<file path="config.mk">
export PLATFORM = sky130hd
export DESIGN_NAME = r8_window_feeder
export DESIGN_NICKNAME = d
export VERILOG_FILES = /design/src/rtl/r8_window_feeder.sv
export SDC_FILE = /design/constraint.sdc
export NUM_CORES = 2
export LEC_CHECK = 0
export ABC_CLOCK_PERIOD_IN_PS = 137200
export CAP_MARGIN = 5
export CORE_MARGIN = 8
export CORE_UTILIZATION = 45
export DETAILED_ROUTE_END_ITERATION = 6
export SLEW_MARGIN = 10
export SYNTH_ARGS = -nofsm -noshare
export SYNTH_HDL_FRONTEND = slang
export SYNTH_SLANG_ARGS = --single-unit
export TNS_END_PERCENT = 50
</file>
<file path="constraint.sdc">
create_clock -name clk -period 137.2 [get_ports clk]
set_clock_uncertainty 0.1 [all_clocks]
set_input_delay 20.58 -clock clk [delete_from_list [all_inputs] [get_ports clk]]
set_output_delay 20.58 -clock clk [all_outputs]
set_load 0.005 [all_outputs]
</file>
<file path="src/rtl/r8_window_feeder.sv">
// ---------------------------------------------------------------------------
// r8_window_feeder
//   Front end of the radius-8 filter datapath. It buffers the last 2*RADIUS
//   rows of a raster pixel stream in shift-register line buffers. Once
//   2*RADIUS+1 rows are present, it emits one (2*RADIUS+1)-tall column vector
//   per accepted pixel. It also drives the controller handshake:
//   done_o, col_o and row_eq_max_o.
//
//   Optional feature macro: R8_FEEDER_ERR_EN
//     defined   : err_o is a sticky protocol-error flag.
//     undefined : err_o is tied low and no detection logic is built.
// ---------------------------------------------------------------------------
module r8_window_feeder #(
  parameter int COLS   = 19,
  parameter int ROWS   = 19,
  parameter int RADIUS = 8,
  parameter int DATA_W = 8
) (
  input  logic                             clk,
  input  logic                             rst,
  input  logic                             start_i,
  input  logic                             valid_i,
  input  logic [DATA_W-1:0]                data_i,
  output logic                             ready_o,
  output logic [(2*RADIUS+1)*DATA_W-1:0]   col_vec_o,
  output logic                             col_vec_vld_o,
  output logic [9:0]                       col_o,
  output logic [9:0]                       row_o,
  output logic                             done_o,
  output logic                             row_eq_max_o,
  output logic                             err_o
);

  localparam int               LP_TAPS     = 2 * RADIUS;
  localparam int               LP_VEC_W    = (LP_TAPS + 1) * DATA_W;
  localparam int               LP_LB_W     = COLS * DATA_W;
  localparam logic [9:0]       LP_COL_MAX  = 10'(COLS - 1);
  localparam logic [9:0]       LP_ROW_MAX  = 10'(ROWS - 1);
  localparam logic [9:0]       LP_FILL_ROW = 10'(LP_TAPS);

  typedef enum logic [1:0] {
    ST_IDLE,
    ST_FILL,
    ST_STREAM,
    ST_DONE
  } state_t;

  state_t                r_state;
  logic                  r_ready;
  logic [9:0]            r_col;
  logic [9:0]            r_row;
  logic [LP_VEC_W-1:0]   r_col_vec;
  logic                  r_col_vec_vld;
  logic [9:0]            r_col_o;
  logic [9:0]            r_row_o;
  logic                  r_done;
  logic                  r_row_eq_max;

  logic                  w_accept;
  logic                  w_col_last;
  logic [DATA_W-1:0]     w_lb_in  [LP_TAPS];
  logic [DATA_W-1:0]     w_lb_out [LP_TAPS];
  logic [LP_VEC_W-1:0]   w_col_vec;

  assign w_accept   = valid_i & r_ready;
  assign w_col_last = (r_col == LP_COL_MAX);

  // Line buffer b holds row (current-2R+b); its oldest pixel is the pixel
  // directly above-by-(2R-b) rows and feeds buffer b-1 on the next accept.
  for (genvar b = 0; b < LP_TAPS; b++) begin : g_lb
    logic [LP_LB_W-1:0] r_line;

    if (b == LP_TAPS - 1) begin : g_top
      assign w_lb_in[b] = data_i;
    end else begin : g_mid
      assign w_lb_in[b] = w_lb_out[b+1];
    end

    assign w_lb_out[b]                 = r_line[LP_LB_W-1 -: DATA_W];
    assign w_col_vec[b*DATA_W +: DATA_W] = w_lb_out[b];

    // Shift one pixel through this row buffer on every accepted pixel
    // NOTE: storage arrays carry no reset; every tap is rewritten by the frame before it is read.
    always_ff @(posedge clk) begin
      if (w_accept) begin
        r_line <= {r_line[LP_LB_W-DATA_W-1:0], w_lb_in[b]};
      end
    end
  end

  assign w_col_vec[LP_TAPS*DATA_W +: DATA_W] = data_i;

  // Frame FSM, raster counters and all registered outputs
  // NOTE: sequential state uses <= only, so every branch reads pre-edge values.
  always_ff @(posedge clk or negedge rst) begin
    if (!rst) begin
      r_state       <= ST_IDLE;
      r_ready       <= 1'b0;
      r_col         <= '0;
      r_row         <= '0;
      r_col_vec     <= '0;
      r_col_vec_vld <= 1'b0;
      r_col_o       <= '0;
      r_row_o       <= '0;
      r_done        <= 1'b0;
      r_row_eq_max  <= 1'b0;
    end else begin
      r_col_vec_vld <= 1'b0;
      r_done        <= 1'b0;

      if (w_accept) begin
        if (r_row >= LP_FILL_ROW) begin
          r_col_vec_vld <= 1'b1;
          r_col_vec     <= w_col_vec;
          r_col_o       <= r_col;
          r_row_o       <= r_row;
        end
        r_done <= (r_row == LP_FILL_ROW) && w_col_last;

        if (w_col_last) begin
          r_col <= '0;
          r_row <= (r_row == LP_ROW_MAX) ? 10'd0 : r_row + 10'd1;
        end else begin
          r_col <= r_col + 10'd1;
        end
      end

      case (r_state)
        ST_IDLE: begin
          if (start_i) begin
            r_state <= ST_FILL;
            r_ready <= 1'b1;
            r_col   <= '0;
            r_row   <= '0;
          end
        end
        ST_FILL: begin
          if (w_accept && (r_row == LP_FILL_ROW) && w_col_last) begin
            r_state <= ST_STREAM;
          end
        end
        ST_STREAM: begin
          if (w_accept && (r_row == LP_ROW_MAX) && w_col_last) begin
            r_state      <= ST_DONE;
            r_ready      <= 1'b0;
            r_row_eq_max <= 1'b1;
          end
        end
        ST_DONE: begin
          if (start_i) begin
            r_state      <= ST_FILL;
            r_ready      <= 1'b1;
            r_row_eq_max <= 1'b0;
            r_col        <= '0;
            r_row        <= '0;
          end
        end
        default: begin
          r_state <= ST_IDLE;
          r_ready <= 1'b0;
        end
      endcase
    end
  end

`ifdef R8_FEEDER_ERR_EN
  logic r_err;

  // Sticky error: pixel offered while not ready, or start while a frame runs
  always_ff @(posedge clk or negedge rst) begin
    if (!rst) begin
      r_err <= 1'b0;
    end else if (start_i && ((r_state == ST_IDLE) || (r_state == ST_DONE))) begin
      r_err <= 1'b0;
    end else if ((valid_i && !r_ready) ||
                 (start_i && ((r_state == ST_FILL) || (r_state == ST_STREAM)))) begin
      r_err <= 1'b1;
    end
  end

  assign err_o = r_err;
`else
  assign err_o = 1'b0;
`endif

  assign ready_o       = r_ready;
  assign col_vec_o     = r_col_vec;
  assign col_vec_vld_o = r_col_vec_vld;
  assign col_o         = r_col_o;
  assign row_o         = r_row_o;
  assign done_o        = r_done;
  assign row_eq_max_o  = r_row_eq_max;

endmodule

</file>
# Word level (Yosys, flattened, before mapping)
# Index checks and enable logic that the tools add are counted.
dict set report totals {
  register_bits 2614
  input_bits 12
  output_inout_bits 161
  elab_cells 75
}
dict set report op_classes {
  addsub 2
  n_lt_le_gt_ge 1
  n_eq_ne 10
  n_mux 22
  bitwise_logic 1
  n_reduce_logical 13
}
# operator count
set op_table {}
lappend op_table {{two-way mux 10 bit} 9}
lappend op_table {{== test 10 x 5 -> 1 bit (second input constant)} 3}
lappend op_table {{adder 10 x 1 -> 10 bit (second input constant)} 2}
lappend op_table {{greater-or-equal comparator 10 x 5 -> 1 bit (second input constant)} 1}
lappend op_table {{AND reduction 3 bit} 3}
lappend op_table {{two-way mux 1 bit} 7}
lappend op_table {{two-way mux 2 bit} 3}
lappend op_table {{!= test 2 bit (second input constant)} 3}
lappend op_table {{one-hot mux 2 bit (3 select lines)} 1}
lappend op_table {{logical AND 1 bit} 5}
lappend op_table {{== test 2 bit (second input constant)} 2}
lappend op_table {{one-hot mux 1 bit (2 select lines)} 2}
lappend op_table {{nonzero test 2 bit} 2}
lappend op_table {{== test 2 x 1 -> 1 bit (second input constant)} 1}
lappend op_table {{zero test 2 bit} 1}
lappend op_table {{!= test 2 x 1 -> 1 bit (second input constant)} 1}
lappend op_table {{AND reduction 2 bit} 1}
lappend op_table {{OR reduction 2 bit} 1}
lappend op_table {{AND 1 bit} 1}

# Logic depth before layout (Yosys ltp)
dict set report logic_depth {
  word_depth 6
  depth_mapped 8
  depth_no_buf 6
}

# Least setup slack after synthesis
# No wires, ideal clock.
dict set report synth_path {
  path_kind {input to register}
  startpoint {input port valid_i}
  endpoint {register r_col_o[1] (netlist: col_o[1])}
  setup_ns 0.125
  arrival_time_ns 71.916
  required_ns 136.975
  slack_ns 65.060
  path_stages 5
  path_buffers 1
  path_cell_list {nand2_1 > inv_1 > o21ai_4 > buf_4 > mux2_2}
}
dict set report synth_via {
  elab_chain_len 2
}
# element line_no
set synth_rtl {}
lappend synth_rtl {{start: declaration} 22} ;# input logic valid_i,
lappend synth_rtl {{AND 1 bit} 65} ;# assign w_accept = valid_i & r_ready;
lappend synth_rtl {{named net w_accept} 59} ;# logic w_accept;
lappend synth_rtl {{AND reduction 2 bit (no line)} -}
lappend synth_rtl {{end signal: assignment} 115} ;# r_col_o <= r_col;
lappend synth_rtl {{end: declaration} 54} ;# logic [9:0] r_col_o;
# The timed path passes the listed nets, and every way through them passes these cells.
# A chain may end at the register's enable or synchronous reset.

# Final worst setup path
dict set report layout_path {
  startpoint {input port valid_i}
  endpoint {register g_lb[11].r_line[32] (enable)}
}
dict set report layout_via {
  elab_chain_len 1
}
# element line_no
set layout_rtl {}
lappend layout_rtl {{AND 1 bit} 65}
lappend layout_rtl {{named net w_accept} 59}
lappend layout_rtl {{end signal: assignment} 86} ;# r_line <= {r_line[LP_LB_W-DATA_W-1:0], w_lb_in[b]};
lappend layout_rtl {{end: declaration} 71} ;# logic [LP_LB_W-1:0] r_line;
# The timed path passes the listed nets, and every way through them passes these cells.

==> metrics.cfg <==
[run_status]
outcome=completed

[synth]
synthesized_net_count=2950
ys_seq_area_frac=0.966
synthesis.yosys.warnings=0
number_of_library_cell_types_mapped_by_synthesis=38
synth.avg_cell_area_um2=27.4
synthesis.instances=2930
postSynthRegisterBits=2614
area_of_the_mapped_netlist_mm2=0.0803

[critical_path]
path_delay_family=buffers and inverters
critical_path_buf_inv_count=8
critical_path.slowest_cell=sky130_fd_sc_hd__buf_4
endpoint_kind=register
crit_path_cell_trace=clkdlybuf4s50_1 > nand2_1 > inv_8 > buf_4 > buf_4 > buf_4 > buf_4 > buf_12 > buf_4
r2r_slack_ns=130.13
timing.critical_path.slowest_cell_delay_ns=1.06
path_max_fanout=186
crit_path_start_kind=input pin
crit_arrival_ns=27.18
timing.critical_path.mode_cell=sky130_fd_sc_hd__buf_4
critPathKind=in -> reg
cp.required_ns=137.57

[global_route]
grt_first_pass_wirelength_mm=160
antenna_found_initial=11
grt-ovfl-total=0
first_global_vias=27700
grt_util_all_layers=0.105
grt_max_degree=187

[final_layout]
syn2layout_area_growth_pct=16.5
num-nets-final=3403
final_layout_size_suffix_gt1_frac=0.132
fillCellCount=13300
layout_common_cells=sky130_fd_sc_hd__edfxtp_1, sky130_fd_sc_hd__clkbuf_16, sky130_fd_sc_hd__dfrtp_1
layout_commonest_cell=sky130_fd_sc_hd__edfxtp_1

[floorplan]
placeableCoreArea_mm2=0.178
fp.dieH_um=439
die_area_mm2=0.192
floorplan.initialDensity=0.452
io_pins=173
dieWidth_um=439
core.rowCount=155

[power]
cellLeakagePower_nw=26.4
vdd_drop_max_mv=0.0107
power_density_mw_per_mm2=17.0

[route]
finalWirelength_mm=102
routed_via_density=4.67
ant_nets=0
top_layer_used=met4
drtPass1Iterations=5
detailed_route_wirelength_on_metal3_mm=5.12
detail_route.iter0.violations=2597
wl_per_cell_um=17.2
residual_drc_count=0
m1_wl_mm=49.5
num_vias=27700
met2RoutedLength_mm=44.0

[placement]
place_ws_ns=109.25
gp_congestion=0.700
portBuffers=171
dpl.hpwl_mm=49.8

[timing]
slew_violations=0
rsz0062_at_grt=false
final.period_utilization=0.195
final.hold.worst_slack_ns=0.278
total_neg_setup_slack_ns=0
setup_violations=0
finalWorstPathRequiredPeriod_ns=26.81
finalWorstSetupSlack_ns=110.39
remaining_max_slew_budget_at_the_tightest_pin=0.191
finalHoldViolations=0
maxClockFrequency_ghz=0.0373
worst-slew-pin-transition_ns=1.21

[clock_network]
postCtsSetupBuffers=0
tritoncts=done
cts_made_buffers=275
clockRootBuffer=sky130_fd_sc_hd__clkbuf_16
path_clk_slew_ns=0.06
postCtsResizedCells=0
cts_max_level=5
ctsLongestPathBuffers=4
clk_latency_ns=0.88
cts.sinks=2614
hold_buffers=0

[min_path]
timing.hold.worst.class=reg -> reg

[run]
cap_violations=0

==> stage by stage <==
stage | instance area [um^2] | total power [W] | utilization | std cells
2_1_floorplan | 80300 | 0.000984 | - | 2930
3_3_place_gp | 85100 | 0.000915 | 0.478 | 5461
3_5_place_dp | 85100 | 0.000916 | 0.478 | 5461
4_1_cts | 93600 | 0.00162 | 0.526 | 5933
5_1_grt | 93600 | 0.00166 | 0.526 | 5935
6_report | 93600 | 0.00160 | 0.526 | 5937
==> cell type report <==
type | count | area [um^2] | area share
Clock buffer | 355 | 7440 | 0.0795
Tap cell | 2355 | 2950 | 0.0315
Clock inverter | 117 | 1090 | 0.0116
Timing Repair Buffer | 200 | 1980 | 0.0212
Inverter | 10 | 45.0 | 0.000481
Multi-Input combinational cell | 282 | 2500 | 0.0267
Sequential cell | 2614 | 77600 | 0.829
Antenna cell | 4 | 10.0 | 0.000107
==> cells by family (layout without fill, tap and decap cells) <==
group	Yosys count	in the layout	share of synthesized area
AOI/OAI and AO/OA	26	26	0.00207
muxes	149	149	0.0209
adders and majority gates	8	8	0.00125
other	1	5	0.0000467
and+or+nand+nor	84	84	0.00534
buffers and inverters	34	682	0.00325
DFF	2614	2614	0.966
xor gates and xnor gates	14	14	0.00153
==> per-layer routing <==
metal | global-route usage | vias up
met2 | 0.147 | 525
met5 | 0 | -
met4 | 0.0452 | 0
li1 | - | 12700
met3 | 0.0296 | 257
met1 | 0.157 | 14300
==> power breakdown <==
| group | total [W] | internal (W) | leakage, nW | switching, W |
|---|---|---|---|---|
| registers | 0.000880 | 0.000878 | 20.2 | 0.00000271 |
| clock network | 0.000696 | 0.000418 | 4.17 | 0.000279 |
| logic | 0.0000185 | 0.00000206 | 2.06 | 0.0000164 |
| total | 0.00160 | 0.00130 | 26.4 | 0.000298 |
==> worst paths after layout <==
check	startpoint	end	cells past startpoint
setup / recovery	valid_i	g_lb[11].r_line[32]	9
hold / removal	g_lb[10].r_line[24]	g_lb[10].r_line[32]	0
setup reg to reg	ready_o	g_lb[11].r_line[32]	8
hold reg to reg	g_lb[10].r_line[24]	g_lb[10].r_line[32]	0
max in group asynchronous	rst	r_col[0]	2
min in group asynchronous	rst	col_vec_o[83]	1
==> synth_stat cells (all sizes together) <==
cell type | n | area share
xor2 | 6 | 0.00065
conb | 1 | 0.000047
nor4 | 4 | 0.00047
ha | 8 | 0.0012
nor4b | 3 | 0.00040
edfxtp | 2432 | 0.91
inv | 10 | 0.00047
nor2 | 22 | 0.0010
and2 | 2 | 0.00016
and3 | 1 | 0.000078
xnor2 | 8 | 0.00087
o21ai | 13 | 0.00095
or2 | 2 | 0.00016
mux2 | 149 | 0.021
nor3 | 6 | 0.00037
o211ai | 2 | 0.00019
a21oi | 6 | 0.00037
a32o | 1 | 0.00012
nor4bb | 1 | 0.00012
dfrtp | 182 | 0.057
or3 | 1 | 0.000078
nand4 | 5 | 0.00039
nand2 | 23 | 0.0011
nand3 | 9 | 0.00056
clkbuf | 3 | 0.00016
nand2b | 3 | 0.00023
a22o | 2 | 0.00022
buf | 21 | 0.0026
and4 | 2 | 0.00022
o2bb2ai | 2 | 0.00022
==> state kept, by name, summed over array words and instances (netlist names) <==
signal	flops
g_lb.r_line	2432
col_vec_o	136
col_o	10
r_col	10
r_row	10
row_o	10
r_state	2
col_vec_vld_o	1
done_o	1
ready_o	1
row_eq_max_o	1
(Power assumes the default switching activity.)
